`src/rtl/audio_pkg.sv`:
```
// rtl/audio_pkg.sv - shared audio stream encodings and default frame geometry
package audio_pkg;

  localparam int DEF_SAMPLE_WIDTH = 16;
  localparam int DEF_CH_COUNT     = 2;

  typedef enum logic [1:0] {
    MODE_BYPASS = 2'b00,
    MODE_FX     = 2'b01,
    MODE_MUTE   = 2'b10,
    MODE_SWAP   = 2'b11
  } mode_e;

  typedef enum logic [2:0] {
    ST_IDLE = 3'd0,
    ST_RD   = 3'd1,
    ST_CAP  = 3'd2,
    ST_FX   = 3'd3,
    ST_WR   = 3'd4
  } state_e;

endpackage

```
`src/rtl/sat_counter.sv`:
```
// rtl/sat_counter.sv - up counter that sticks at all-ones
module sat_counter #(
  parameter int WIDTH = 16
) (
  input  logic             clk,
  input  logic             reset_n,
  input  logic             inc,
  output logic [WIDTH-1:0] count
);

  always_ff @(posedge clk or negedge reset_n) begin
    if (!reset_n) begin
      count <= '0;
    end else if (inc && (count != '1)) begin
      count <= count + WIDTH'(1);
    end
  end

endmodule

```
`src/rtl/audio_stream_bridge.sv`:
```
// rtl/audio_stream_bridge.sv - moves one frame at a time from the I2S rx FIFO to the tx FIFO
module audio_stream_bridge
  import audio_pkg::*;
#(
  parameter  int SAMPLE_WIDTH = DEF_SAMPLE_WIDTH,
  parameter  int CH_COUNT     = DEF_CH_COUNT,
  parameter  int FX_TIMEOUT   = 64,
  parameter  int CNT_WIDTH    = 16,
  localparam int DATA_WIDTH   = SAMPLE_WIDTH * CH_COUNT
) (
  input  logic                  clk,
  input  logic                  reset_n,
  input  logic [1:0]            mode,
  input  logic                  adcfifo_empty,
  output logic                  adcfifo_read,
  input  logic [DATA_WIDTH-1:0] adcfifo_readdata,
  input  logic                  dacfifo_full,
  output logic                  dacfifo_write,
  output logic [DATA_WIDTH-1:0] dacfifo_writedata,
  output logic                  fx_start,
  output logic [DATA_WIDTH-1:0] fx_frame,
  input  logic                  fx_done,
  input  logic [DATA_WIDTH-1:0] fx_result,
  output logic                  busy,
  output logic [CNT_WIDTH-1:0]  frame_count,
  output logic [CNT_WIDTH-1:0]  fx_timeout_count
);

  localparam int TW = (FX_TIMEOUT > 2) ? $clog2(FX_TIMEOUT) : 1;

  state_e                state_q, state_d;
  mode_e                 mode_q, mode_d;
  logic [DATA_WIDTH-1:0] frame_q, frame_d;
  logic [DATA_WIDTH-1:0] out_q, out_d;
  logic [TW-1:0]         timer_q, timer_d;
  logic                  rd_d, wr_d, fxs_d;
  logic [DATA_WIDTH-1:0] wdata_d, fxf_d;
  logic                  frame_inc, timeout_inc;
  logic [DATA_WIDTH-1:0] swapped;

  for (genvar i = 0; i < CH_COUNT; i++) begin : g_swap
    assign swapped[i*SAMPLE_WIDTH +: SAMPLE_WIDTH] =
      frame_q[(CH_COUNT-1-i)*SAMPLE_WIDTH +: SAMPLE_WIDTH];
  end

  always_ff @(posedge clk or negedge reset_n) begin
    if (!reset_n) begin
      state_q           <= ST_IDLE;
      mode_q            <= MODE_BYPASS;
      frame_q           <= '0;
      out_q             <= '0;
      timer_q           <= '0;
      adcfifo_read      <= 1'b0;
      dacfifo_write     <= 1'b0;
      dacfifo_writedata <= '0;
      fx_start          <= 1'b0;
      fx_frame          <= '0;
    end else begin
      state_q           <= state_d;
      mode_q            <= mode_d;
      frame_q           <= frame_d;
      out_q             <= out_d;
      timer_q           <= timer_d;
      adcfifo_read      <= rd_d;
      dacfifo_write     <= wr_d;
      dacfifo_writedata <= wdata_d;
      fx_start          <= fxs_d;
      fx_frame          <= fxf_d;
    end
  end

  always_comb begin
    state_d     = state_q;
    mode_d      = mode_q;
    frame_d     = frame_q;
    out_d       = out_q;
    timer_d     = timer_q;
    rd_d        = 1'b0;
    wr_d        = 1'b0;
    wdata_d     = dacfifo_writedata;
    fxs_d       = 1'b0;
    fxf_d       = fx_frame;
    frame_inc   = 1'b0;
    timeout_inc = 1'b0;
    case (state_q)
      ST_IDLE: begin
        if (!adcfifo_empty) begin
          mode_d  = mode_e'(mode);
          rd_d    = 1'b1;
          state_d = ST_RD;
        end
      end
      ST_RD: begin
        frame_d = adcfifo_readdata;
        state_d = ST_CAP;
      end
      ST_CAP: begin
        if (mode_q == MODE_FX) begin
          fxs_d   = 1'b1;
          fxf_d   = frame_q;
          timer_d = '0;
          state_d = ST_FX;
        end else begin
          case (mode_q)
            MODE_MUTE: out_d = '0;
            MODE_SWAP: out_d = swapped;
            default:   out_d = frame_q;
          endcase
          state_d = ST_WR;
        end
      end
      ST_FX: begin
        // Compare one below the limit so the write lands FX_TIMEOUT cycles after fx_start.
        if (fx_done) begin
          out_d   = fx_result;
          state_d = ST_WR;
        end else if (timer_q == TW'(FX_TIMEOUT - 2)) begin
          out_d       = frame_q;
          timeout_inc = 1'b1;
          state_d     = ST_WR;
        end else begin
          timer_d = timer_q + TW'(1);
        end
      end
      ST_WR: begin
        if (!dacfifo_full) begin
          wr_d      = 1'b1;
          wdata_d   = out_q;
          frame_inc = 1'b1;
          state_d   = ST_IDLE;
        end
      end
      default: state_d = ST_IDLE;
    endcase
  end

  assign busy = (state_q != ST_IDLE);

  sat_counter #(.WIDTH(CNT_WIDTH)) u_frame_cnt (
    .clk     (clk),
    .reset_n (reset_n),
    .inc     (frame_inc),
    .count   (frame_count)
  );

  sat_counter #(.WIDTH(CNT_WIDTH)) u_timeout_cnt (
    .clk     (clk),
    .reset_n (reset_n),
    .inc     (timeout_inc),
    .count   (fx_timeout_count)
  );

endmodule

```
`config.mk`:
```
export PLATFORM = sky130hd
export DESIGN_NAME = audio_stream_bridge
export DESIGN_NICKNAME = d
export VERILOG_FILES = /design/src/rtl/audio_pkg.sv /design/src/rtl/sat_counter.sv /design/src/rtl/audio_stream_bridge.sv
export SDC_FILE = /design/constraint.sdc
export NUM_CORES = 1
export LEC_CHECK = 0
export BUFFER_PORTS_ARGS = -buffer_cell sky130_fd_sc_hd__buf_2
export CAP_MARGIN = 15
export CORE_ASPECT_RATIO = 2
export CORE_MARGIN = 1.5
export CORE_UTILIZATION = 30
export CTS_BUF_LIST = sky130_fd_sc_hd__clkbuf_8
export DETAILED_ROUTE_END_ITERATION = 10
export GPL_ROUTABILITY_DRIVEN = 0
export GPL_TIMING_DRIVEN = 0
export PLACE_DENSITY = 0.52
export REMOVE_ABC_BUFFERS = 1
export SLEW_MARGIN = 0
export SYNTH_ARGS = -nofsm -noshare
export SYNTH_HDL_FRONTEND = slang
export SYNTH_SLANG_ARGS = --single-unit
```
`constraint.sdc`:
```
create_clock -name clk -period 2.11 [get_ports clk]
set_input_delay 0.3165 -clock clk [delete_from_list [all_inputs] [get_ports clk]]
set_output_delay 0.3165 -clock clk [all_outputs]
set_load 0.01 [all_outputs]
```
==> results.json, run 1 <==
{
  "first_global_vias": 6470,
  "nets": 1020,
  "utilization_pct": 39.5,
  "drc": 0,
  "worstSetupStartpointType": "flip-flop",
  "grt.total_usage_pct": 19.3,
  "stdcell_count": 1296,
  "cts_tree": "done",
  "syn_area_sq_mm": 0.00762,
  "dp_hpwl_um": 14700,
  "yosysWarnings": 0,
  "ant_nets": 0,
  "highest_layer": "met4",
  "period_needed_ps": 2080,
  "arrival_ps": 2470,
  "cts_max_level": 4,
  "fmax_ghz": 0.480,
  "rrSetupSlack_ps": 30,
  "worstPathRequired_ps": 2490,
  "ys_seq_elements": 174,
  "synth_flop_cell": "dfrtp_1",
  "viasPerCell": 4.85,
  "critPathKind": "reg2reg",
  "root_buffer": "clkbuf_8",
  "synth_top_cell_area_share_pct": 57.2,
  "cpPeakStageDelay_ps": 490,
  "cts-buffers-inserted": 17,
  "wl_um": 24600,
  "synth_common_cells": "nand2_1, dfrtp_1, nor2_1",
  "ys_types": 50,
  "dr_wl_met3_um": 943,
  "place_ws_ps": -1220,
  "dp_cells": 1225,
  "vdd_ir_drop_max_v": 0.000529,
  "met1Wirelength_um": 9010,
  "clk_pin_slew_ps": 90,
  "finalHoldViolCount": 0,
  "worst_slack_ps": 27.7,
  "synth_seq_area_share_pct": 57.2,
  "cp-end-kind": "flip-flop",
  "final_max_slew_viol_count": 0,
  "antenna_found_initial": 2,
  "wl_met2_um": 13500,
  "finalSetupViolations": 0,
  "syn_to_final_growth_pct": 29.7,
  "clockBufferDepth": 2,
  "maxCapViolations": 0,
  "wire_per_inst_um": 19.0,
  "slowest_stage": "a2111o_2",
  "avgSynthCellArea_sq_um": 10.1,
  "slew_headroom_pct": 54.1,
  "cts_sinks": 174,
  "worstPathMaxFanout": 10,
  "grt_max_degree": 91,
  "synth-edff-count": 0,
  "fin_area_sq_mm": 0.00988,
  "power_leakage_nw": 4.97,
  "yosys.area.top_type": "dfrtp_1",
  "dr.pass1.iters": 5,
  "outcome": "completed",
  "ys_top_cells_by_area": "dfrtp_1, nand2_1, mux2_2",
  "synth.most_common_cell": "nand2_1",
  "p_total_mw": 13.4,
  "placed_cell_area_sq_mm": 0.00887,
  "start_util_pct": 30.4,
  "layout-drive-gt1-share_pct": 34.1,
  "power-per-cell-area_mw_per_mm2": 1350,
  "grt_pass1_wl_um": 37500,
  "hold_path.class": "in2reg",
  "io_pins": 171,
  "worst_pin_slew_ps": 688,
  "numPortBuffers": 170,
  "synthCells": 751,
  "skew_ps": 16.5,
  "rows": 82,
  "die_y_um": 228,
  "core_area_sq_mm": 0.0250,
  "die_w_um": 116,
  "path_cells": "inv_1 -> ha_2 -> and3_4 -> a21oi_4 -> a2111o_2 -> buf_6 -> o41ai_2",
  "clock_latency_ps": 500,
  "drtIter0Drc": 272,
  "period_share_pct": 98.7,
  "die_area_sq_mm": 0.0264,
  "async_reset_ff_share_pct": 100,
  "via_count": 6283,
  "grt-ovfl-total": 0,
  "rsz0062_at_grt": "yes"
}
[flip-flops by register name (all words and copies together), names as in the netlist]
name and flops:
u_frame_cnt.count 16, dacfifo_write 1, adcfifo_read 1, timer_q 6, out_q 32, frame_q 32, fx_frame 32, state_q 3
dacfifo_writedata 32, mode_q 2, fx_start 1, u_timeout_cnt.count 16
[where the power goes]
group	internal [mW]	switching [mW]
combinational	2.40	3.14
clock	1.05	1.27
sequential	4.59	0.920
total	8.04	5.33
[final cells by class]
cell class / count / area [sq um]
Fill cell: 2578 / 15200
Sequential cell: 174 / 4360
Multi-Input combinational cell: 536 / 3320
Timing Repair Buffer: 210 / 1350
Tap cell: 336 / 420
Clock buffer: 21 / 289
Clock inverter: 11 / 91.3
Inverter: 6 / 46.3
Antenna cell: 2 / 5.00
[final timing paths]
check                                      from                   end  cells past startpoint
max in group asynchronous               reset_n           fx_frame[1]                      3
min in group asynchronous               reset_n          fx_frame[29]                      2
max                                  timer_q[0]             out_q[17]                      7
min reg2reg                            out_q[3]  dacfifo_writedata[3]                      2
min                        adcfifo_readdata[27]           frame_q[27]                      2
max reg2reg                          timer_q[0]             out_q[17]                      7
[metal layers]
| layer | track usage (%) | up-vias |
|---|---|---|
| met5 | 0 | - |
| met1 | 20.2 | 3136 |
| met4 | 10.3 | 0 |
| met2 | 35.0 | 176 |
| li1 | - | 2919 |
| met3 | 4.22 | 52 |
[placed cells by master, fill, tap and decap left out, types with 17 or more instances in the layout]
| cell type | n |
|---|---|
| a21oi_1 | 36 |
| nor2_1 | 73 |
| dfrtp_1 | 170 |
| o41ai_2 | 27 |
| xnor2_1 | 17 |
| buf_2 | 169 |
| clkbuf_8 | 21 |
| mux2_2 | 37 |
| dlygate4sd3_1 | 17 |
| nand2_1 | 242 |
[cells by family (layout without fill, tap and decap cells)]
family                     count (synthesis)  in the layout  synth area share [%]
and+or+nand+nor                          377            378                  21.2
DFF                                      174            174                  57.2
AOI/OAI and AO/OA                         89             91                  9.89
buffers and inverters                     44            248                  2.66
muxes                                     37             37                  5.47
xor gates and xnor gates                  26             26                  2.99
adders and majority gates                  4              4                 0.657
other                                      0              2                     0
[metrics by stage]
| step | hold slack (ps) | TNS [ps] |
|---|---|---|
| 6_report | 56.2 | 0 |
| 3_3_place_gp | 448 | -682300 |
| 2_1_floorplan | 20.9 | -63270 |
| 5_1_grt | 10.0 | -305 |
| 3_5_place_dp | 370 | -62070 |
| 4_1_cts | 0.517 | -1.74 |
[critical path: cells and delay by family, from the launching register on]
kind / cells / cell delay, ps
AND/OR/NAND/NOR: 1 / 210
buffers and inverters: 2 / 260
AO/OA/AOI/OAI: 3 / 930
flip-flops: 1 / 390
adder cells (fa/ha/maj): 1 / 170
[what timing repair did]
item	in CTS	in global routing
endpoints found under the hold margin	101	0
pin swaps	4	10
hold buffers	17	0
gates resized for setup	27	18
gates cloned	3	0
buffers inserted	12	5
endpoints found under the setup margin	120	42
Power figures use the tool's default switching activity.
==> inputs of run 2 (changes only) <==
- RECOVER_POWER: not set -> 25
==> run 2 against run 1 <==
Compared with the run above:
- global-route usage did not move
- clock power about the same
- highest routed layer unchanged
- sequential power hardly changed
- critical path depth stayed put
- critical path type unchanged
- clock skew rose by 0.81 ps
- combinational power is essentially flat
==> results.json, run 2 (same netlist as run 1, synthesis figures left out) <==
{
  "worstSetupStartpointType": "flip-flop",
  "tns_ps": 0,
  "cts_sinks": 174,
  "clock_latency_ps": 500,
  "io_pins": 171,
  "met2_usage_pct": 35.0,
  "start_util_pct": 30.4,
  "worstPathRequired_ps": 2490,
  "clockBufferDepth": 2,
  "nets": 1020,
  "skew_ps": 17.3,
  "period_share_pct": 98.7,
  "period_needed_ps": 2080,
  "grt.total_usage_pct": 19.3,
  "cpPeakStageDelay_ps": 490,
  "hold_path.class": "in2reg",
  "worst_pin_slew_ps": 1280,
  "vdd_ir_drop_max_v": 0.000529,
  "drc": 0,
  "critPathKind": "reg2reg",
  "via_count": 6310,
  "dp_hpwl_um": 14700,
  "grt-ovfl-total": 0,
  "path_cells": "inv_1 -> ha_2 -> and3_4 -> a21oi_4 -> a2111o_2 -> buf_6 -> o41ai_2",
  "stdcell_count": 1296,
  "fmax_ghz": 0.480,
  "dp_cells": 1225,
  "p_total_mw": 13.4,
  "finalSetupViolations": 0,
  "use_met1_pct": 20.2,
  "slew_headroom_pct": 14.7,
  "worstPathMaxFanout": 10,
  "die_area_sq_mm": 0.0264,
  "first_global_vias": 6470,
  "drtIter0Drc": 256,
  "finalHoldViolCount": 0,
  "arrival_ps": 2470,
  "grt_max_degree": 91,
  "ant_nets": 0,
  "clk_pin_slew_ps": 90,
  "power-per-cell-area_mw_per_mm2": 1350,
  "final_cell_mix": "nand2_1, dfrtp_1, buf_2",
  "final_common_cell": "nand2_1",
  "layout-drive-gt1-share_pct": 33.9,
  "hold_slack_ps": 55.6,
  "wl_um": 24600,
  "grt_pass1_wl_um": 37500,
  "cts_tree": "done",
  "maxCapViolations": 0,
  "core_area_sq_mm": 0.0250,
  "antenna_found_initial": 2,
  "power_leakage_nw": 4.96,
  "syn_to_final_growth_pct": 29.6,
  "cp-end-kind": "flip-flop",
  "gr-usage-met3_pct": 4.22,
  "dr.pass1.iters": 4,
  "viasPerCell": 4.87,
  "cts-buffers-inserted": 17,
  "wire_per_inst_um": 19.0,
  "slowest_stage": "a2111o_2",
  "cts_max_level": 4,
  "root_buffer": "clkbuf_8",
  "rsz0062_at_grt": "yes",
  "busiest_layer": "met2",
  "die_y_um": 228,
  "final_max_slew_viol_count": 0,
  "rows": 82,
  "die_w_um": 116,
  "outcome": "completed",
  "numPortBuffers": 170
}
-- run 2: through the flow --
step | setup WS [ps] | area [sq um] | utilization, %
floorplan | -990 | 7440 | -
global placement | -4080 | 8710 | 34.8
detailed placement | -1220 | 8870 | 35.4
CTS | -1.74 | 9710 | 38.8
global route | -44.0 | 9870 | 39.4
finish | 27.6 | 9870 | 39.4
-- run 2: repair_timing --
action	4_1_cts	5_1_grt
resized for setup	27	18
gates cloned	3	0
buffers inserted	12	5
setup endpoints to repair	120	42
hold buffers	17	0
pin swaps	4	10
hold endpoints to repair	101	0
-- run 2: area by class of cell --
cell class              count  area [sq um]
diodes                      2          5.00
repair buffers            210          1340
multi-input cells         536          3320
fillers                  2582         15200
flip-flops and latches    174          4360
inverters                   6          46.3
well taps                 336           420
clock inverters            11          91.3
clock buffers              21           289
-- run 2: final timing paths --
| check | depth (start not counted) | slack [ps] | startpoint | endpoint |
|---|---|---|---|---|
| worst max-delay path | 7 | 30 | timer_q[0] | out_q[17] |
| worst min-delay path | 2 | 60 | adcfifo_readdata[27] | frame_q[27] |
| max in group asynchronous | 3 | 420 | reset_n | fx_frame[1] |
| worst max register to register | 7 | 30 | timer_q[0] | out_q[17] |
| min in group asynchronous | 2 | 600 | reset_n | fx_frame[29] |
| worst min register to register | 2 | 470 | out_q[3] | dacfifo_writedata[3] |
-- run 2: per-layer routing --
| layer | wire length [um] | share of wire [%] | vias to the layer above |
|---|---|---|---|
| met4 | 1170 | 4.8 | 0 |
| met1 | 9000 | 37 | 3146 |
| li1 | - | - | 2917 |
| met5 | 0 | 0 | - |
| met3 | 956 | 3.9 | 55 |
| met2 | 13500 | 55 | 192 |
-- run 2: where the power goes --
| part | internal [mW] | switching [mW] | total [mW] |
|---|---|---|---|
| Combinational | 2.40 | 3.14 | 5.54 |
| Sequential | 4.59 | 0.921 | 5.51 |
| Clock | 1.05 | 1.27 | 2.31 |
| Total | 8.04 | 5.33 | 13.4 |
-- run 2: critical path: cells and delay by family (launching register included) --
family	cells	cell delay (ps)
AOI/OAI and AO/OA	3	930
buffers and inverters	2	260
and+or+nand+nor	1	210
adders and majority gates	1	170
DFF	1	390
==> inputs of run 3 (changes only) <==
- CAP_MARGIN: 15 -> not set
- CORE_MARGIN: 1.5 -> not set
- SYNTH_HIERARCHICAL: not set -> 1
==> run 3 against run 2 <==
Compared with the run above:
- non-clock buffer count is 5 lower
- wire length is 4.5% lower
- worst setup slack better by 39 ps
- design area is 2.5% higher
- sequential power is 2% higher
- maximum frequency is 1.9% higher
- via count is 6.0% lower
- critical path type unchanged
- first-iteration DRC count is 34% lower
- core utilization is 1.7 points lower
- count of clock-buffer cells in the layout is 4 lower
- total power is 4.0% lower
- final cell count is 6.9% lower
==> results.json, run 3 <==
{
  "avgSynthCellArea_sq_um": 12.5,
  "skew_ps": 12.2,
  "cts_max_level": 4,
  "ant_nets": 0,
  "first_global_vias": 6136,
  "use_met1_pct": 17.3,
  "synthSimpleGateAreaFrac_pct": 14.4,
  "syn_area_sq_mm": 0.00815,
  "synth_flop_cell": "dfrtp_1",
  "met2_usage_pct": 33.8,
  "synth_top_cell_area_share_pct": 53.4,
  "cts_tree": "done",
  "setup.worst_path.end": "u_timeout_cnt/count[14]",
  "period_share_pct": 96.8,
  "critPathKind": "reg2reg",
  "synth_common_cells": "dfrtp_1, nand2_1, mux2_2",
  "start_util_pct": 30.4,
  "nets": 922,
  "regArea_sq_mm": 0.00436,
  "io_pins": 171,
  "switching_power_mw": 4.53,
  "drtIter0Drc": 168,
  "fmax_ghz": 0.489,
  "die_w_um": 119,
  "period_needed_ps": 2040,
  "synth_top_family_by_area": "multiplexers",
  "p_seq_share_pct": 43.9,
  "synth_compound_area_share_pct": 7.83,
  "antenna_found_initial": 2,
  "grt_max_degree": 94,
  "wl_um": 23500,
  "rows": 85,
  "finalHoldViolCount": 0,
  "synth_mux_area_share_pct": 19.5,
  "utilization_pct": 37.7,
  "root_buffer": "clkbuf_8",
  "synth_xor_area_share_pct": 1.50,
  "ys_types": 52,
  "vdd_ir_drop_max_v": 0.000397,
  "synth.most_common_cell": "dfrtp_1",
  "slew_headroom_pct": 19.6,
  "rrSetupSlack_ps": 70,
  "hold_path.class": "in2reg",
  "finalSetupViolations": 0,
  "yosysWarnings": 6,
  "outcome": "completed",
  "reg2reg_depth": 10,
  "syn_to_final_growth_pct": 24.0,
  "clk_pin_slew_ps": 90,
  "pwr-share-comb_pct": 38.7,
  "final_max_slew_viol_count": 0,
  "fin_area_sq_mm": 0.0101,
  "hold_slack_ps": 48.4,
  "synthAdderAreaFrac_pct": 0.614,
  "clock_latency_ps": 500,
  "die_y_um": 235,
  "cp-end-kind": "flip-flop",
  "gr-usage-met3_pct": 3.80,
  "final_common_cell": "dfrtp_1",
  "synthCells": 654,
  "maxCapViolations": 0,
  "worstSetupStartpoint": "timer_q[0]",
  "nFillCells": 2693,
  "place_ws_ps": -1260,
  "dp_hpwl_um": 15800,
  "numPortBuffers": 170,
  "p_int_mw": 8.30,
  "rsz0062_at_grt": "yes",
  "ys_seq_elements": 174,
  "multi_input_area_sq_mm": 0.00369,
  "clkPwrFrac_pct": 17.4,
  "grt.total_usage_pct": 17.5,
  "clockBufferDepth": 2,
  "grt-ovfl-total": 0,
  "cts_sinks": 174,
  "async_reset_ff_share_pct": 100,
  "p_total_mw": 12.8,
  "dr.pass1.iters": 4,
  "viasPerCell": 4.91,
  "power_leakage_nw": 5.09,
  "ys_top_cells_by_area": "dfrtp_1, mux2_2, mux2_4",
  "rr_endpoint": "u_timeout_cnt/count[14]",
  "worstPathMaxFanout": 4,
  "die_area_sq_mm": 0.0279,
  "wire_per_inst_um": 19.4,
  "grt_pass1_wl_um": 36100,
  "worstSetupStartpointType": "flip-flop",
  "worst_slack_ps": 66.8,
  "via_count": 5932,
  "worst_pin_slew_ps": 1210,
  "placed_cell_area_sq_mm": 0.00943,
  "cts-buffers-inserted": 17,
  "layout-drive-gt1-share_pct": 42.8,
  "core_area_sq_mm": 0.0268,
  "worstPathRequired_ps": 2500,
  "drc": 0,
  "arrival_ps": 2430,
  "synth-edff-count": 0,
  "final_cell_mix": "dfrtp_1, buf_2, nand2_1",
  "synth_seq_area_share_pct": 53.4,
  "switching_share_pct": 35.3,
  "r2r-start": "timer_q[0]",
  "busiest_layer": "met2",
  "yosys.area.top_type": "dfrtp_1",
  "power-per-cell-area_mw_per_mm2": 1270
}
-- run 3: how the worst min path moves through the flow --
stage	from	end	slack [ps]	depth (start not counted)
detailed placement	reset_n	u_frame_cnt/count[4]	350	1
CTS	adcfifo_readdata[0]	frame_q[0]	4	2
finish	adcfifo_readdata[13]	frame_q[13]	50	2
global placement	fx_frame[18]	fx_frame[18]	450	2
global route	adcfifo_readdata[13]	frame_q[13]	10	2
floorplan	reset_n	adcfifo_read	20	0
-- run 3: area by class of cell --
type | instances | share of cell area, %
inverter | 4 | 0.272
tap | 348 | 4.31
timing repair buffer | 205 | 12.4
clock inverter | 12 | 1.08
antenna | 2 | 0.0495
sequential | 174 | 43.1
clock buffer | 17 | 2.31
multi-input combinational | 445 | 36.5
-- run 3: cell families after synthesis --
group,Yosys count
xor+xnor,14
fa+ha+maj,4
flops,174
compound gates,72
buf+inv,36
simple gates,219
mux,135
-- run 3: power groups by stage --
stage	Sequential (mW)	Combinational [mW]	Clock (mW)
finish	5.63	4.96	2.23
global route	5.83	5.38	2.44
CTS	5.67	4.94	2.33
detailed placement	5.68	4.80	0
global placement	5.64	4.59	0
floorplan	5.68	2.87	0
-- run 3: worst max-delay path: stages (launching register included) --
cell and delay (ps):
dfrtp_1 400, inv_2 80, ha_4 140, nand4_4 70, buf_6 140, nor3_4 190
buf_6 140, nand2_4 80, nor4_4 380, nand4_1 150, xnor2_1 150
-- run 3: layer usage --
metal	share of wire, %	wire [um]	vias to the layer above
met5	0	0	-
met2	57	13500	158
met1	35	8310	2987
li1	-	-	2749
met3	3.7	877	38
met4	3.4	805	0
-- run 3: timing repair --
item,CTS,global route
setup endpoints to repair,102,14
gates cloned,1,1
pin swaps,6,7
hold buffers,4,0
buffers inserted,13,8
resized for setup,17,11
endpoints found under the hold margin,84,0
-- run 3: stage by stage --
stage / std cells / TNS, ps
floorplan: 622 / -71480
global placement: 1140 / -695680
detailed placement: 1149 / -63710
CTS: 1196 / -9.73
global route: 1207 / -56.7
finish: 1207 / 0
